--- src/rtl/uart_tx_feeder.sv ---
// TX feeder for UART1_Simple: queues data/BREAK words in a FIFO and paces them
// into the UART strobe port, expanding timed BREAK commands into on/off pairs.
module uart_tx_feeder #(
  parameter int DEPTH_LOG2 = 4,
  parameter int GUARD      = 2,
  parameter int BRK_UNIT   = 256
) (
  input  logic                  clk,
  input  logic                  rst_n,
  input  logic                  wr_stb,
  input  logic [9:0]            wr_data,
  input  logic                  clr,
  output logic                  wr_full,
  output logic [DEPTH_LOG2:0]   level,
  output logic                  overflow,
  output logic                  idle,
  input  logic                  uart_empty,
  output logic                  uart_stb,
  output logic [9:0]            uart_data
);

  localparam int DEPTH = 1 << DEPTH_LOG2;
  localparam int PW    = DEPTH_LOG2 + 1;
  localparam int GW    = $clog2(GUARD + 2);
  localparam int BW    = $clog2(512 * BRK_UNIT + 1);
  localparam logic [GW-1:0] GUARD_V    = GW'(GUARD);
  localparam logic [31:0]   BRK_UNIT_U = 32'(BRK_UNIT);

  typedef enum logic {S_IDLE, S_BRK} state_e;

  state_e              state_q, state_d;
  logic [PW-1:0]       wr_ptr_q, wr_ptr_d, rd_ptr_q, rd_ptr_d;
  logic [9:0]          mem_q [DEPTH];
  logic                overflow_q, overflow_d;
  logic [GW-1:0]       guard_q, guard_d;
  logic [BW-1:0]       brk_q, brk_d;
  logic                stb_q, stb_d;
  logic [9:0]          data_q, data_d;
  logic                idle_q, idle_d;

  logic                full, empty, push, pop;
  logic                issue_ok, fifo_avail, brk_zero;
  logic [9:0]          head;
  logic [BW-1:0]       brk_len;
  logic [PW-1:0]       level_d;

  assign level      = wr_ptr_q - rd_ptr_q;
  assign full       = level[DEPTH_LOG2];
  assign empty      = (level == '0);
  assign head       = mem_q[rd_ptr_q[DEPTH_LOG2-1:0]];
  assign issue_ok   = uart_empty & (guard_q == '0);
  assign fifo_avail = ~empty & issue_ok & ~clr;
  assign brk_zero   = (brk_q == '0);
  // Counter starts one below the length so the off strobe lands exactly
  // (n+1)*BRK_UNIT cycles after the on strobe.
  assign brk_len    = BW'((32'(head[8:0]) + 32'd1) * BRK_UNIT_U) - BW'(1);

  // Full is judged on the pre-pop occupancy; clr swallows a same-cycle write.
  assign push       = wr_stb & ~full & ~clr;

  always_comb begin : fifo_next
    wr_ptr_d   = clr ? '0 : wr_ptr_q + PW'(push);
    rd_ptr_d   = clr ? '0 : rd_ptr_q + PW'(pop);
    overflow_d = clr ? 1'b0 : (overflow_q | (wr_stb & full));
    level_d    = wr_ptr_d - rd_ptr_d;
  end

  always_comb begin : next_state
    // NOTE: every always_comb output gets a default first so no latch is inferred.
    state_d = state_q;
    case (state_q)
      S_IDLE:  if (fifo_avail && head[9]) state_d = S_BRK;
      S_BRK:   if (brk_zero && issue_ok)  state_d = S_IDLE;
      default: state_d = S_IDLE;
    endcase
  end

  always_comb begin : outputs
    pop    = 1'b0;
    stb_d  = 1'b0;
    data_d = data_q;
    brk_d  = brk_q;
    case (state_q)
      S_IDLE: begin
        if (fifo_avail) begin
          pop   = 1'b1;
          stb_d = 1'b1;
          if (head[9]) begin
            data_d = 10'h201;
            brk_d  = brk_len;
          end else begin
            data_d = {1'b0, head[8:0]};
          end
        end
      end
      S_BRK: begin
        if (brk_zero) begin
          if (issue_ok) begin
            stb_d  = 1'b1;
            data_d = 10'h200;
          end
        end else if (clr) begin
          brk_d = '0;
        end else begin
          brk_d = brk_q - BW'(1);
        end
      end
      default: ;
    endcase
    guard_d = stb_d ? GUARD_V : ((guard_q != '0) ? guard_q - GW'(1) : '0);
    idle_d  = (level_d == '0) & (state_d == S_IDLE) & (guard_d == '0);
  end

  // NOTE: sequential state uses non-blocking assignments so every register
  // samples the pre-edge values of its neighbours.
  always_ff @(posedge clk or negedge rst_n) begin
    if (!rst_n) begin
      state_q    <= S_IDLE;
      wr_ptr_q   <= '0;
      rd_ptr_q   <= '0;
      overflow_q <= 1'b0;
      guard_q    <= '0;
      brk_q      <= '0;
      stb_q      <= 1'b0;
      data_q     <= '0;
      idle_q     <= 1'b1;
    end else begin
      state_q    <= state_d;
      wr_ptr_q   <= wr_ptr_d;
      rd_ptr_q   <= rd_ptr_d;
      overflow_q <= overflow_d;
      guard_q    <= guard_d;
      brk_q      <= brk_d;
      stb_q      <= stb_d;
      data_q     <= data_d;
      idle_q     <= idle_d;
    end
  end

  // NOTE: storage is not reset; the pointers alone define which entries are valid.
  always_ff @(posedge clk) begin
    if (push) mem_q[wr_ptr_q[DEPTH_LOG2-1:0]] <= wr_data;
  end

  assign wr_full   = full;
  assign overflow  = overflow_q;
  assign idle      = idle_q;
  assign uart_stb  = stb_q;
  assign uart_data = data_q;

endmodule

--- config.mk ---
export PLATFORM = sky130hd
export DESIGN_NAME = uart_tx_feeder
export DESIGN_NICKNAME = d
export VERILOG_FILES = /design/src/rtl/uart_tx_feeder.sv
export SDC_FILE = /design/constraint.sdc
export NUM_CORES = 1
export LEC_CHECK = 0
export CAP_MARGIN = 20
export CORE_MARGIN = 2
export CORE_UTILIZATION = 45
export DETAILED_ROUTE_END_ITERATION = 10
export PLACE_DENSITY = 0.62
export SLEW_MARGIN = 5
export SYNTH_ARGS = -nofsm -noshare
export SYNTH_HDL_FRONTEND = slang
export SYNTH_SLANG_ARGS = --single-unit
export TNS_END_PERCENT = 30
--- constraint.sdc ---
create_clock -name clk -period 9.3 [get_ports clk]
set_input_delay 0.93 -clock clk [delete_from_list [all_inputs] [get_ports clk]]
set_output_delay 0.93 -clock clk [all_outputs]
set_load 0.005 [all_outputs]
Word level (Yosys, flattened, before mapping)

Memories as Yosys holds them, arrays and structs flattened.
Cells that the tools add are included.

Add/sub/neg operators: 8
$mul: 0
Divide/modulo/power cells: 0
Magnitude comparators: 0
Eq/ne operators: 5
Shifts and indexed selects: 0
Muxes and demuxes: 25
Bitwise logic cells: 14
Reduce and logical (&&, ||, !) cells: 10

Operator list:

| kind                                                | number |
|---|---|
| two-way mux 18 bit                                  | 4 |
| two-way mux 10 bit                                  | 4 |
| case mux 18 bit (2 select lines)                    | 1 |
| subtractor 18 x 1 -> 18 bit (second input constant) | 2 |
| case mux 10 bit (2 select lines)                    | 1 |
| zero test 18 bit                                    | 1 |
| adder 5 x 1 -> 5 bit                                | 2 |
| adder 9 x 1 -> 10 bit (second input constant)       | 1 |
| zero test 5 bit                                     | 2 |
| two-way mux 5 bit                                   | 2 |
| subtractor 5 bit                                    | 2 |
| two-way mux 1 bit                                   | 9 |
| AND 1 bit                                           | 8 |
| != test 2 bit (second input constant)               | 3 |
| AND reduction 3 bit                                 | 2 |
| inverter 1 bit                                      | 5 |
| zero test 2 bit                                     | 2 |
| two-way mux 2 bit                                   | 2 |
| != test 2 x 1 -> 1 bit (second input constant)      | 2 |
| case mux 1 bit (2 select lines)                     | 2 |
| logical AND 1 bit                                   | 2 |
| nonzero test 2 bit                                  | 1 |
| subtractor 2 x 1 -> 2 bit (second input constant)   | 1 |
| bitwise OR 1 bit                                    | 1 |

Flip-flop bits (word level): 44
Latch bits: 0
Memory bits (writable): 160
Memory bits (read-only): 0
Input port bits: 15
Output and inout bits: 19
Memories: 1

Memory list:

| memory | words | bits a word | read ports | clocked after Yosys merged registers in | write ports | line | text |
|---|---|---|---|---|---|---|---|
| mem_q  | 16    | 10          | 1          | 0                                       | 1           | 33   | `logic [9:0] mem_q [DEPTH];` |

Longest topological paths before layout

Gate-level depths: netlist of run 1.

Word-level depth: 13
Mapped depth: 21

Worst setup path before layout of run 1

Ideal clock, no wire load.

Path kind: reg2reg
From: reg rd_ptr_q[1]
To: reg idle_q (netlist: idle)
Setup time: 0.067 ns
Data arrival time: 3.532 ns
Data required time: 9.233 ns
Path slack: 5.701 ns
Cell stages (with the launch flop): 22
Path buffers: 3
Path through: dfrtp_1 -> buf_6 -> buf_6 -> buf_6 -> inv_1 -> fa_1 -> a21o_1 -> a21oi_1 -> xor2_1 -> o211ai_1 -> nand3b_1 -> nor2_1 -> ha_1 -> ha_1 -> nand2b_1 -> ha_1 -> nor2b_1 -> o21ai_0 -> nand2b_1 -> nor3_1 -> a31oi_1 -> nor2_1

Cells in the longest elaborated chain, start to end: 13

Ends and longest elaborated chain:

| what                   | line | text |
|---|---|---|
| start, declared        | 32   | `logic [PW-1:0] wr_ptr_q, wr_ptr_d, rd_ptr_q, rd_ptr_d;` |
| start signal, assigned | 130  | `rd_ptr_q <= rd_ptr_d;` |
| subtractor 5 bit       | 47   | `assign level = wr_ptr_q - rd_ptr_q;` |
| zero test 5 bit        | 49   | `assign empty = (level == '0);` |
| inverter 1 bit         | 52   | `assign fifo_avail = ~empty & issue_ok & ~clr;` |
| AND 1 bit (2 in a row) | 52   |  |
| two-way mux 1 bit      | 85   | `if (fifo_avail) begin` |
| two-way mux 1 bit      | 83   | `case (state_q)` |
| adder 5 x 1 -> 5 bit   | 63   | `rd_ptr_d = clr ? '0 : rd_ptr_q + PW'(pop);` |
| two-way mux 5 bit      | 63   |  |
| subtractor 5 bit       | 65   | `level_d = wr_ptr_d - rd_ptr_d;` |
| zero test 5 bit        | 111  | `idle_d = (level_d == '0) & (state_d == S_IDLE) & (guard_d == '0);` |
| AND 1 bit              | 111  |  |
| AND 1 bit *            | 111  |  |
| via idle_d             | 39   | `logic idle_q, idle_d;` |
| end signal, assigned   | 136  | `idle_q <= idle_d;` |
| end, declared          | 39   |  |

The timed path passes the listed nets; every way through them passes the cells marked *.
A chain may end at the register's enable or synchronous reset.

Worst setup path after layout of run 1

From: reg rd_ptr_q[0]
To: reg brk_q[15]

Cells in the longest elaborated chain, start to end: 7

Ends and longest elaborated chain:

| what                                                                | line | text |
|---|---|---|
| branches (longest 7 deep; another with subtractor 18 x 1 -> 18 bit) | -    |  |
| end signal, assigned                                                | 133  | `brk_q <= brk_d;` |
| end, declared                                                       | 36   | `logic [BW-1:0] brk_q, brk_d;` |

Several ways; the timed one is not identified. The select of a mux whose other input is x is not followed.

==> results.sh, run 1 <==
export IMPL_power_density_mw_per_mm2=212
export IMPL_synth_area_mm2=0.00916
export IMPL_async_reset_ff_share_pct=21.6
export IMPL_peakVddDrop_mv=0.161
export IMPL_critPathCaptureType="flip-flop"
export IMPL_ys_seq_elements=204
export IMPL_yosysWarnings=0
export IMPL_path_class="reg -> reg"
export IMPL_period_needed_ps=4320
export IMPL_setup_viol=0
export IMPL_diodes=0
export IMPL_cts_htree_levels=1
export IMPL_worst_slew_pin_slew_ps=991
export IMPL_holdCritPathClass="in -> async"
export IMPL_placed_area_mm2=0.00976
export IMPL_slew_headroom_pct=33.7
export IMPL_finalSetupTns_ps=0
export IMPL_cp_num_buf_inv=1
export IMPL_finalNonFillerCells=958
export IMPL_nNetsFinal=702
export IMPL_first_iter_violations=404
export IMPL_worstPathRequired_ps=9740
export IMPL_cts_sinks=204
export IMPL_layout_drive_gt1_share_pct=14.7
export IMPL_viasPerCell=5.71
export IMPL_p_leak_nw=3.70
export IMPL_grt_max_degree=45
export IMPL_routed_wirelength_um=19900
export IMPL_area_delta_synth_final_pct=14.0
export IMPL_via_count=5468
export IMPL_first_pass_iters=7
export IMPL_outcome="finished clean"
export IMPL_first_global_vias=5410
export IMPL_final_common_cell="edfxtp_1"
export IMPL_start_kind="flip-flop"
export IMPL_path_max_fanout=27
export IMPL_dp_cells=916
export IMPL_synth_largest_area_cell="edfxtp_1"
export IMPL_start_util_pct=45.6
export IMPL_syn_avg_cell_area_um2=14.8
export IMPL_place_ws_ps=4990
export IMPL_grt_met3_usage_pct=2.98
export IMPL_maxCapViolations=0
export IMPL_clk_latency_ps=520
export IMPL_grt_overflow_total=0
export IMPL_fmax_ghz=0.232
export IMPL_setup_ws_ps=4980
export IMPL_die_h_um=147
export IMPL_die_x_um=147
export IMPL_cts_tree="done"
export IMPL_post_route_util_pct=51.9
export IMPL_grt_pass1_wl_um=31000
export IMPL_rsz0062_at_grt="no"
export IMPL_synth_seq_area_share_pct=64.5
export IMPL_synthCells=621
export IMPL_gr_max_usage_layer="met2"
export IMPL_netlist_area_leader_share_pct=52.4
export IMPL_cts_path_max_buffers=3
export IMPL_wl_per_cell_um=20.8
export IMPL_layout_common_cells="edfxtp_1 (160), nor2_1 (48), dfrtp_1 (42)"
export IMPL_cts_resized=0
export IMPL_period_share_pct=46.4
export IMPL_ys_flop_type="edfxtp_1"
export IMPL_antenna_left=0
export IMPL_drcViolationCount=0
export IMPL_place_gp_congestion=0.841
export IMPL_slew_viol_final=0
export IMPL_postCtsSetupBuffers=0
export IMPL_synth_edf_count=160
export IMPL_cp_slowest_cell="dfrtp_2"
export IMPL_cts_hold_buf=0
export IMPL_power_mw=2.22
export IMPL_fin_skew_ps=19.0
export IMPL_cts_buffers=22
export IMPL_hpwl_um=12900
export IMPL_clkTransAtPathRegs_ps=60
export IMPL_timing_hold_ws_ps=277
export IMPL_cts_root_buffer="clkbuf_16"
export IMPL_cp_cell_sequence="buf_4 -> mux4_2 -> a22oi_1 -> nand3_1 -> ha_1 -> xor2_1 -> nor3_2 -> o211ai_4 -> a2111o_1 -> a21oi_1 -> a211o_1"
export IMPL_slowest_delay_ps=900
export IMPL_io_pins=34
export IMPL_grt_usage_pct=18.6
export IMPL_grtUsageMet1_pct=25.3
export IMPL_finalHoldViolations=0
export IMPL_syn_num_nets=651
export IMPL_synth_area_top_cells="edfxtp_1 (52%), dfrtp_1 (12%), mux4_2 (5.2%), mux2i_1 (3.7%), nor2_1 (2.0%)"
export IMPL_dieArea_mm2=0.0215
export IMPL_grt_antenna_before_repair=0
export IMPL_rows=52
export IMPL_core_area_mm2=0.0201
export IMPL_synth_cell_types=65
export IMPL_stdcell_area_mm2=0.0104
export IMPL_cp_top_family="compound AO/OA/AOI/OAI gates"
export IMPL_port_buffers=33
export IMPL_cp_data_arrival_time_ps=4760
export IMPL_grtUsageMet2_pct=31.6
## synth_stat cells (all sizes together) (4+ instances only)
master,count
a22o,8
inv,20
edfxtp,160
buf,17
clkbuf,13
ha,14
nor3,16
nand2b,8
xor2,10
mux2i,34
nand3,16
or3,9
o22a,4
a221oi,14
a21oi,21
mux4,26
xnor2,9
dfrtp,43
nor2,49
and3,5
o21ai,33
a22oi,10
nand2,31
nor2b,8
## layer usage
metal  vias to the layer above  routed length [um]
met5                         -                   0
met1                      2778                8560
met4                         0                 481
met2                       158                9960
li1                       2499                   -
met3                        33                 933
## registers in the layout (all words and copies together), names as in the netlist
register,cells
mem_q,160
uart_data,10
guard_q,2
brk_q,18
rd_ptr_q,5
idle,1
uart_stb,1
state_q,1
overflow,1
wr_ptr_q,5
## final timing paths
| path | start | end | slack, ps | cells past startpoint |
|---|---|---|---|---|
| min reg2reg | guard_q[0] | guard_q[0] | 460 | 1 |
| max reg2reg | rd_ptr_q[0] | brk_q[15] | 4980 | 11 |
| min in group clk | guard_q[0] | guard_q[0] | 460 | 1 |
| min | rst_n | wr_ptr_q[4] | 280 | 1 |
| max | rd_ptr_q[0] | brk_q[15] | 4980 | 11 |
| max in group asynchronous | rst_n | idle | 8500 | 2 |
## layout make-up
cell class	instances	area, um^2
clock buffer	27	569
clock inverter	13	85.1
fill	1660	9660
inverter	20	75.1
multi-input combinational	367	2950
sequential	204	5910
tap	270	338
timing repair buffer	57	518
## kinds of logic (layout without fill, tap and decap cells)
logic type      after synthesis  after routing  share of synthesized area (%)
flops                       204            204                           64.5
simple gates                160            160                           8.72
compound gates              113            113                           8.98
mux                          60             60                           10.3
buf+inv                      50            117                           3.58
xor+xnor                     19             19                           1.82
fa+ha+maj                    15             15                           2.13
## where the power goes
part	switching (mW)	internal, mW
sequential	0.0541	1.04
combinational	0.188	0.148
clock	0.348	0.438
Note: power is estimated with default switching activity, not from simulation.
==> run 2, diff against run 1 <==
- PLACE_DENSITY: 0.62 -> 0.64
- clock period: 9.3 -> 3.5 ns (I/O delays scaled with it)
==> run 2 against run 1 <==
  * Worst hold slack got worse by 26 ps
  * Non-clock buffer count grew 45
  * Clock power rose to 2.8 times the previous value
  * Sequential power grew to 2.7 times the previous value
  * Highest routed layer unchanged
  * Largest power group unchanged
==> results.sh, run 2 (synthesis results as in run 1) <==
export IMPL_outcome="finished clean"
export IMPL_cts_root_buffer="clkbuf_16"
export IMPL_start_util_pct=45.6
export IMPL_grt_usage_pct=20.0
export IMPL_place_ws_ps=-144
export IMPL_grt_pass1_wl_um=33000
export IMPL_wl_per_cell_um=20.9
export IMPL_grt_antenna_before_repair=0
export IMPL_cp_data_arrival_time_ps=3870
export IMPL_dieArea_mm2=0.0215
export IMPL_fmax_ghz=0.290
export IMPL_first_global_vias=5826
export IMPL_grt_met3_usage_pct=2.64
export IMPL_first_pass_iters=5
export IMPL_viasPerCell=5.67
export IMPL_layout_common_cells="edfxtp_1 (160), buf_4 (66), nor2_1 (46)"
export IMPL_clk_latency_ps=510
export IMPL_routed_wirelength_um=20900
export IMPL_core_area_mm2=0.0201
export IMPL_cts_sinks=204
export IMPL_setup_viol=0
export IMPL_drcViolationCount=0
export IMPL_clkTransAtPathRegs_ps=50
export IMPL_cts_htree_levels=1
export IMPL_peakVddDrop_mv=0.411
export IMPL_worst_slew_pin_slew_ps=668
export IMPL_worstPathRequired_ps=3930
export IMPL_grtUsageMet1_pct=26.6
export IMPL_die_h_um=147
export IMPL_holdCritPathClass="in -> async"
export IMPL_port_buffers=33
export IMPL_via_count=5677
export IMPL_grt_max_degree=53
export IMPL_fin_skew_ps=21.0
export IMPL_maxCapViolations=0
export IMPL_die_x_um=147
export IMPL_grtUsageMet2_pct=34.9
export IMPL_diodes=0
export IMPL_nNetsFinal=747
export IMPL_critPathCaptureType="flip-flop"
export IMPL_area_delta_synth_final_pct=19.4
export IMPL_place_gp_congestion=0.833
export IMPL_finalHoldViolations=0
export IMPL_gr_max_usage_layer="met2"
export IMPL_slew_viol_final=0
export IMPL_setup_ws_ps=53.6
export IMPL_start_kind="flip-flop"
export IMPL_first_iter_violations=347
export IMPL_finalSetupTns_ps=0
export IMPL_io_pins=34
export IMPL_power_density_mw_per_mm2=560
export IMPL_final_common_cell="edfxtp_1"
export IMPL_rsz0062_at_grt="yes"
export IMPL_rows=52
export IMPL_slew_headroom_pct=54.2
export IMPL_p_leak_nw=3.98
export IMPL_antenna_left=0
export IMPL_largest_reg_flops=160
export IMPL_path_class="reg -> reg"
export IMPL_period_share_pct=98.5
export IMPL_layout_drive_gt1_share_pct=22.5
export IMPL_cts_path_max_buffers=3
export IMPL_cts_buffers=22
export IMPL_grt_overflow_total=0
export IMPL_path_max_fanout=3
export IMPL_hpwl_um=13600
export IMPL_period_needed_ps=3450
export IMPL_cts_tree="done"
[run 2: cell types whose count changed in the layout (fill, tap and decap cells not counted), moves of 3 or more]
cell	delta
inv_1	-3
inv_2	+3
buf_4	+43
clkinv_1	-3
ha_1	-6
ha_4	+4
[run 2: final timing paths]
kind	slack [ps]	endpoint	start	depth (start not counted)
max	50	idle	wr_ptr_q[0]	19
min	250	wr_ptr_q[2]	rst_n	2
max reg2reg	50	idle	wr_ptr_q[0]	19
min reg2reg	450	guard_q[0]	guard_q[0]	1
max in group asynchronous	2780	uart_data[9]	rst_n	3
min in group clk	450	guard_q[0]	guard_q[0]	1
[run 2: per-stage QoR]
step	hold slack (ps)	instance area, um^2	instances	total power, mW	util, %
3_5_place_dp	443	10000	947	3.91	49.8
3_3_place_gp	440	10000	947	3.86	49.8
2_1_floorplan	54.4	9170	621	3.53	-
5_1_grt	264	10900	1002	6.41	54.4
4_1_cts	44.3	10800	993	6.16	53.8
6_report	251	10900	1002	6.13	54.4
[run 2: where the power goes]
part	internal [mW]	total [mW]	switching, mW
Combinational	0.455	0.987	0.531
Clock	1.35	2.24	0.896
Sequential	2.76	2.90	0.136
[run 2: final cells by class]
cell class / instances / area (um^2)
clock buffers: 28 / 593
clock inverters: 11 / 116
fillers: 1588 / 9160
inverters: 20 / 75.1
multi-input cells: 367 / 3040
flip-flops and latches: 204 / 5910
well taps: 270 / 338
repair buffers: 102 / 876
[run 2: what timing repair did]
item | CTS | global route
setup endpoints to repair | 1 | 1
setup buffers | 7 | 7
endpoints found under the hold margin | 0 | 8
pin swaps | 9 | 13
hold buffers | 0 | 1
resized for setup | 7 | 12
[run 2: metal layers]
metal,up-vias,wire length [um]
met5,-,0
met4,0,450
met3,32,1010
met2,169,10800
met1,2888,8710
li1,2588,-
[run 2: critical path, cell delays in order (launching register included)]
cell and delay [ps]:
dfrtp_1 380, inv_2 80, ha_4 130, inv_2 40, fa_2 360, a21o_1 170
a21oi_2 190, xor2_2 200, nand3b_1 160, inv_2 100, ha_2 180, ha_1 230
nor2b_2 190, ha_4 250, nor2b_1 140, o21ai_2 110, nand2b_1 110, nor3_2 190
a31oi_1 60, nor2_1 120
